$ cat src/rtl/rx_word_assembler.sv
// Reassembles UART receive bytes MSB-first into N_BIT words, dropping partials on inter-byte timeout.
// Word valid 1 cycle after last byte; a full holding register not accepted in that cycle drops the new word (overrun).
module rx_word_assembler #(
  parameter int N_BIT          = 8,
  parameter int TIMEOUT_CYCLES = 100000
) (
  input  logic             i_clk,
  input  logic             i_reset_n,
  input  logic             i_sync_clear,
  input  logic [7:0]       i_rx_data,
  input  logic             i_rx_valid,
  output logic [N_BIT-1:0] o_word_out,
  output logic             o_word_valid,
  input  logic             i_word_ready,
  output logic             o_frame_error,
  output logic             o_overrun,
  output logic             o_busy
);

  localparam int BYTECOUNT = (N_BIT + 7) / 8;
  localparam int R         = N_BIT % 8;
  localparam int LAST_W    = (R == 0) ? 8 : R;
  localparam int SHR       = 8 - LAST_W;
  localparam int IW        = (BYTECOUNT > 1) ? $clog2(BYTECOUNT) : 1;
  localparam int CW        = $clog2(TIMEOUT_CYCLES);
  localparam logic [IW-1:0] LAST_IDX = IW'(BYTECOUNT - 1);
  localparam logic [CW-1:0] CNT_MAX  = CW'(TIMEOUT_CYCLES - 1);

  typedef enum logic {S_IDLE, S_COLLECT} state_t;

  state_t           r_state, w_state_nxt;
  logic [IW-1:0]    r_idx, w_idx_nxt;
  logic [CW-1:0]    r_cnt, w_cnt_nxt;
  logic [N_BIT-1:0] r_shift, w_shift_nxt;
  logic [N_BIT-1:0] r_word;
  logic             r_word_vld, r_frame_err, r_overrun;
  logic             w_complete, w_timeout;
  logic [N_BIT-1:0] w_base, w_word;
  logic [N_BIT+7:0] w_acc8;

  // A new word always starts from zero, so the first byte never inherits stale bits.
  assign w_base = (r_state == S_COLLECT) ? r_shift : '0;
  assign w_acc8 = {w_base, i_rx_data};
  assign w_word = N_BIT'(w_acc8 >> SHR);

  always_comb begin
    w_state_nxt = r_state;
    w_idx_nxt   = r_idx;
    w_cnt_nxt   = r_cnt;
    w_shift_nxt = r_shift;
    w_complete  = 1'b0;
    w_timeout   = 1'b0;
    if (i_sync_clear) begin
      w_state_nxt = S_IDLE;
      w_idx_nxt   = '0;
      w_cnt_nxt   = '0;
      w_shift_nxt = '0;
    end else begin
      case (r_state)
        S_IDLE: begin
          w_cnt_nxt = '0;
          if (i_rx_valid) begin
            if (BYTECOUNT == 1) begin
              w_complete  = 1'b1;
              w_shift_nxt = '0;
            end else begin
              w_shift_nxt = N_BIT'(w_acc8);
              w_idx_nxt   = IW'(1);
              w_state_nxt = S_COLLECT;
            end
          end
        end
        S_COLLECT: begin
          if (i_rx_valid) begin
            w_cnt_nxt = '0;
            if (r_idx == LAST_IDX) begin
              w_complete  = 1'b1;
              w_idx_nxt   = '0;
              w_shift_nxt = '0;
              w_state_nxt = S_IDLE;
            end else begin
              w_shift_nxt = N_BIT'(w_acc8);
              w_idx_nxt   = r_idx + IW'(1);
            end
          end else if (r_cnt == CNT_MAX) begin
            w_timeout   = 1'b1;
            w_idx_nxt   = '0;
            w_cnt_nxt   = '0;
            w_shift_nxt = '0;
            w_state_nxt = S_IDLE;
          end else begin
            w_cnt_nxt = r_cnt + CW'(1);
          end
        end
        default: w_state_nxt = S_IDLE;
      endcase
    end
  end

  always_ff @(posedge i_clk or negedge i_reset_n) begin
    if (!i_reset_n) begin
      r_state <= S_IDLE;
      r_idx   <= '0;
      r_cnt   <= '0;
      r_shift <= '0;
    end else begin
      r_state <= w_state_nxt;
      r_idx   <= w_idx_nxt;
      r_cnt   <= w_cnt_nxt;
      r_shift <= w_shift_nxt;
    end
  end

  // Holding register: a same-cycle accept frees the slot for the completing word.
  always_ff @(posedge i_clk or negedge i_reset_n) begin
    if (!i_reset_n) begin
      r_word      <= '0;
      r_word_vld  <= 1'b0;
      r_frame_err <= 1'b0;
      r_overrun   <= 1'b0;
    end else begin
      r_frame_err <= w_timeout;
      r_overrun   <= 1'b0;
      if (w_complete) begin
        if (!r_word_vld || i_word_ready) begin
          r_word     <= w_word;
          r_word_vld <= 1'b1;
        end else begin
          r_overrun <= 1'b1;
        end
      end else if (r_word_vld && i_word_ready) begin
        r_word_vld <= 1'b0;
      end
    end
  end

  assign o_word_out    = r_word;
  assign o_word_valid  = r_word_vld;
  assign o_frame_error = r_frame_err;
  assign o_overrun     = r_overrun;
  assign o_busy        = (r_state == S_COLLECT);

endmodule

$ cat config.mk
export PLATFORM = sky130hd
export DESIGN_NAME = rx_word_assembler
export DESIGN_NICKNAME = d
export VERILOG_FILES = /design/src/rtl/rx_word_assembler.sv
export SDC_FILE = /design/constraint.sdc
export NUM_CORES = 1
export LEC_CHECK = 0
export CAP_MARGIN = 40
export CELL_PAD_IN_SITES_DETAIL_PLACEMENT = 1
export CELL_PAD_IN_SITES_GLOBAL_PLACEMENT = 1
export CORE_MARGIN = 2
export CORE_UTILIZATION = 30
export CTS_BUF_LIST = sky130_fd_sc_hd__clkbuf_4
export DETAILED_ROUTE_END_ITERATION = 12
export GPL_TIMING_DRIVEN = 0
export MAX_ROUTING_LAYER = met4
export PLACE_DENSITY_LB_ADDON = 0.1
export SKIP_LAST_GASP = 1
export SLEW_MARGIN = 20
export SYNTH_ARGS = -nofsm -noshare
export SYNTH_HDL_FRONTEND = slang
export SYNTH_SLANG_ARGS = --single-unit
export TNS_END_PERCENT = 30
$ cat constraint.sdc
create_clock -name i_clk -period 2.7 [get_ports i_clk]
set_input_delay 0.675 -clock i_clk [delete_from_list [all_inputs] [get_ports i_clk]]
set_output_delay 0.675 -clock i_clk [all_outputs]
set_load 0.02 [all_outputs]
==> results.yml <==
clock_network:
  cts_hold_buf: 0
  cts_inserted_buffers: 5
  root_buffer: "clkbuf_4"
  path_clk_slew_ns: 0.10
  cts_max_level: 2
  cts_resized: 0
  cts_sinks: 29
  postCtsSetupBuffers: 0
  cts_tree: "yes"
  cts_buffer_depth: 2
  clk_latency_ns: 0.33
detailed_routing:
  wl_um: 2900
  dr.pass1.iters: 4
  drc_errors: 0
  vias_per_cell: 4.71
  routedWlPerCell_um: 14.6
  postRouteAntennaNets: 0
  drtIter0Drc: 41
  vias: 938
grt:
  grt_pass1_vias: 982
  grt_max_degree: 30
  grt_first_pass_wirelength_um: 4990
  grt.total_usage_pct: 13.4
  grt_overflow_total: 0
  antenna_found_initial: 0
setup_path:
  worstSetupEndpointType: "output port"
  cp.depth: 1
  start_kind: "register"
  startpoint: "o_busy"
  r2r_start: "r_cnt[0]"
  cpPeakStageDelay_ns: 0.61
  r2r_end: "r_cnt[13]"
  r2r_cells: 6
  crit_fanout: 3
  rrSetupSlack_ns: 0.98
  endpoint: "o_busy"
  critical-path-slowest-cell: "clkdlybuf4s50_1"
  critical_path.top_delay_family: "buffers and inverters"
  crit_type: "reg2out"
  crit_buf_inv: 1
  path_cells: "clkdlybuf4s50_1"
  arrival_ns: 1.32
  cp.required_ns: 2.03
layout:
  fillers: 504
  drive_gt1_share_pct: 21.8
  fin_area_mm2: 0.00170
  final_common_cell: "dfrtp_1"
  syn_to_final_growth_pct: 26.4
  final_cell_mix: "dfrtp_1, clkdlybuf4s50_1, nor2_1"
  layout.nets: 160
  antenna_cells: 0
placed_design:
  finalWeightedCongestion: 0.716
  post-dp-hpwl_um: 2110
  io_buffer_count: 24
  dpl_cell_area_mm2: 0.00165
die:
  placementRows: 24
  core_mm2: 0.00432
  initial_core_util_pct: 31.1
  die_w_um: 71.0
  die_height_um: 71.0
  dieArea_mm2: 0.00504
  io_pins: 25
timing:
  hold_viol_final: 0
  slew_headroom_pct: 55.9
  rsz0062_at_grt: "false"
  fin_crit_sh_pct: 73.8
  worst_pin_slew_ns: 0.662
  fin_crit_ns: 1.99
  clock_skew_ns: 0.0103
  maxSlewViolCount: 0
  tns_ns: 0
  setup_violations: 0
  max_freq_ghz: 0.502
pwr:
  vdd_ir_drop_max_uv: 201
  p_leak_nw: 0.677
  power_density_mw_per_mm2: 509
yosys:
  ys.flop_type: "dfrtp_1"
  synth_top_cell_by_area: "dfrtp_1"
  yosysSeqAreaShare_pct: 54.0
  syn-instance-count: 115
  avgSynthCellArea_um2: 11.7
  synth.top_cell.area_share_pct: 54.0
  yosys_warnings: 0
  synth-edff-count: 0
  syn_area_mm2: 0.00135
  synth.area.top_cells: "dfrtp_1, xnor2_1, mux2_2"
  syn_nets: 129
  netlist-cell-type-count: 26
  synthArstFlopShare_pct: 100
  ys_seq_elements: 29
job:
  drv_cap: 0
min_path:
  holdCritPathClass: "in2async"
status:
  status: "completed"
[through the flow]
| step | cells | worst slack, ns | power [mW] | utilization (%) | hold slack, ns |
|---|---|---|---|---|---|
| 2_1_floorplan | 115 | 1.14 | 0.534 | - | 0.379 |
| 4_1_cts | 199 | 0.673 | 0.887 | 39.3 | 0.368 |
| 6_report | 199 | 0.707 | 0.866 | 39.3 | 0.365 |
| 3_5_place_dp | 191 | 0.592 | 0.614 | 38.0 | 0.487 |
| 5_1_grt | 199 | 0.633 | 0.916 | 39.3 | 0.405 |
| 3_3_place_gp | 191 | 0.453 | 0.611 | 38.2 | 0.473 |
[area by class of cell]
| cell class | instances | area, µm² | share of cell area [%] |
|---|---|---|---|
| multi-input cells | 79 | 587 | 34.5 |
| plain buffers | 3 | 17.5 | 1.03 |
| flip-flops and latches | 29 | 726 | 42.7 |
| repair buffers | 24 | 235 | 13.8 |
| clock inverters | 2 | 10.0 | 0.589 |
| well taps | 52 | 65.1 | 3.83 |
| clock buffers | 6 | 45.0 | 2.65 |
| inverters | 4 | 15.0 | 0.883 |
[power by group]
part | leakage, nW | internal (mW) | switching, mW | total, mW
Combinational | 0.256 | 0.0733 | 0.0607 | 0.134
Clock | 0.0354 | 0.109 | 0.155 | 0.264
Sequential | 0.386 | 0.457 | 0.0105 | 0.468
[cells in the mapped netlist (2+ instances only)]
library cell   n
dfrtp_1       29
inv_1          4
mux2_2         8
nand2_1        6
nand2b_1       2
nand3_1        5
nand4_1        4
nor2_1        18
nor2_2         3
nor3_1         4
nor4_2         4
xnor2_1       11
xor2_1         4
[registers in the layout, indices dropped and copies added, names as in the netlist]
register	flops
o_overrun	1
o_busy	1
o_word_out	8
o_frame_error	1
r_cnt	17
o_word_valid	1
[how the worst min path moves through the flow]
stage,from,to,cells after the start
CTS,i_reset_n,r_cnt[2],1
floorplan,i_reset_n,o_busy,0
detailed placement,r_cnt[0],r_cnt[0],1
finish,i_reset_n,r_cnt[2],1
global route,i_reset_n,r_cnt[2],1
global placement,r_cnt[0],r_cnt[0],1
[metal layers]
metal | vias up | share of wire, % | GRT usage (%)
li1 | 449 | - | -
met1 | 467 | 47 | 16.7
met2 | 16 | 47 | 20.1
met3 | 6 | 4.5 | 4.27
met4 | 0 | 1.8 | 5.66
met5 | - | 0 | -
[kinds of logic after synthesis]
logic type / Yosys count / synth area share, %
buffers and inverters: 7 / 2.42
XOR/XNOR: 15 / 9.77
multiplexers: 8 / 6.70
AND/OR/NAND/NOR: 55 / 26.2
adder cells (fa/ha/maj): 1 / 0.930
flip-flops: 29 / 54.0
(Power assumes the default switching activity.)
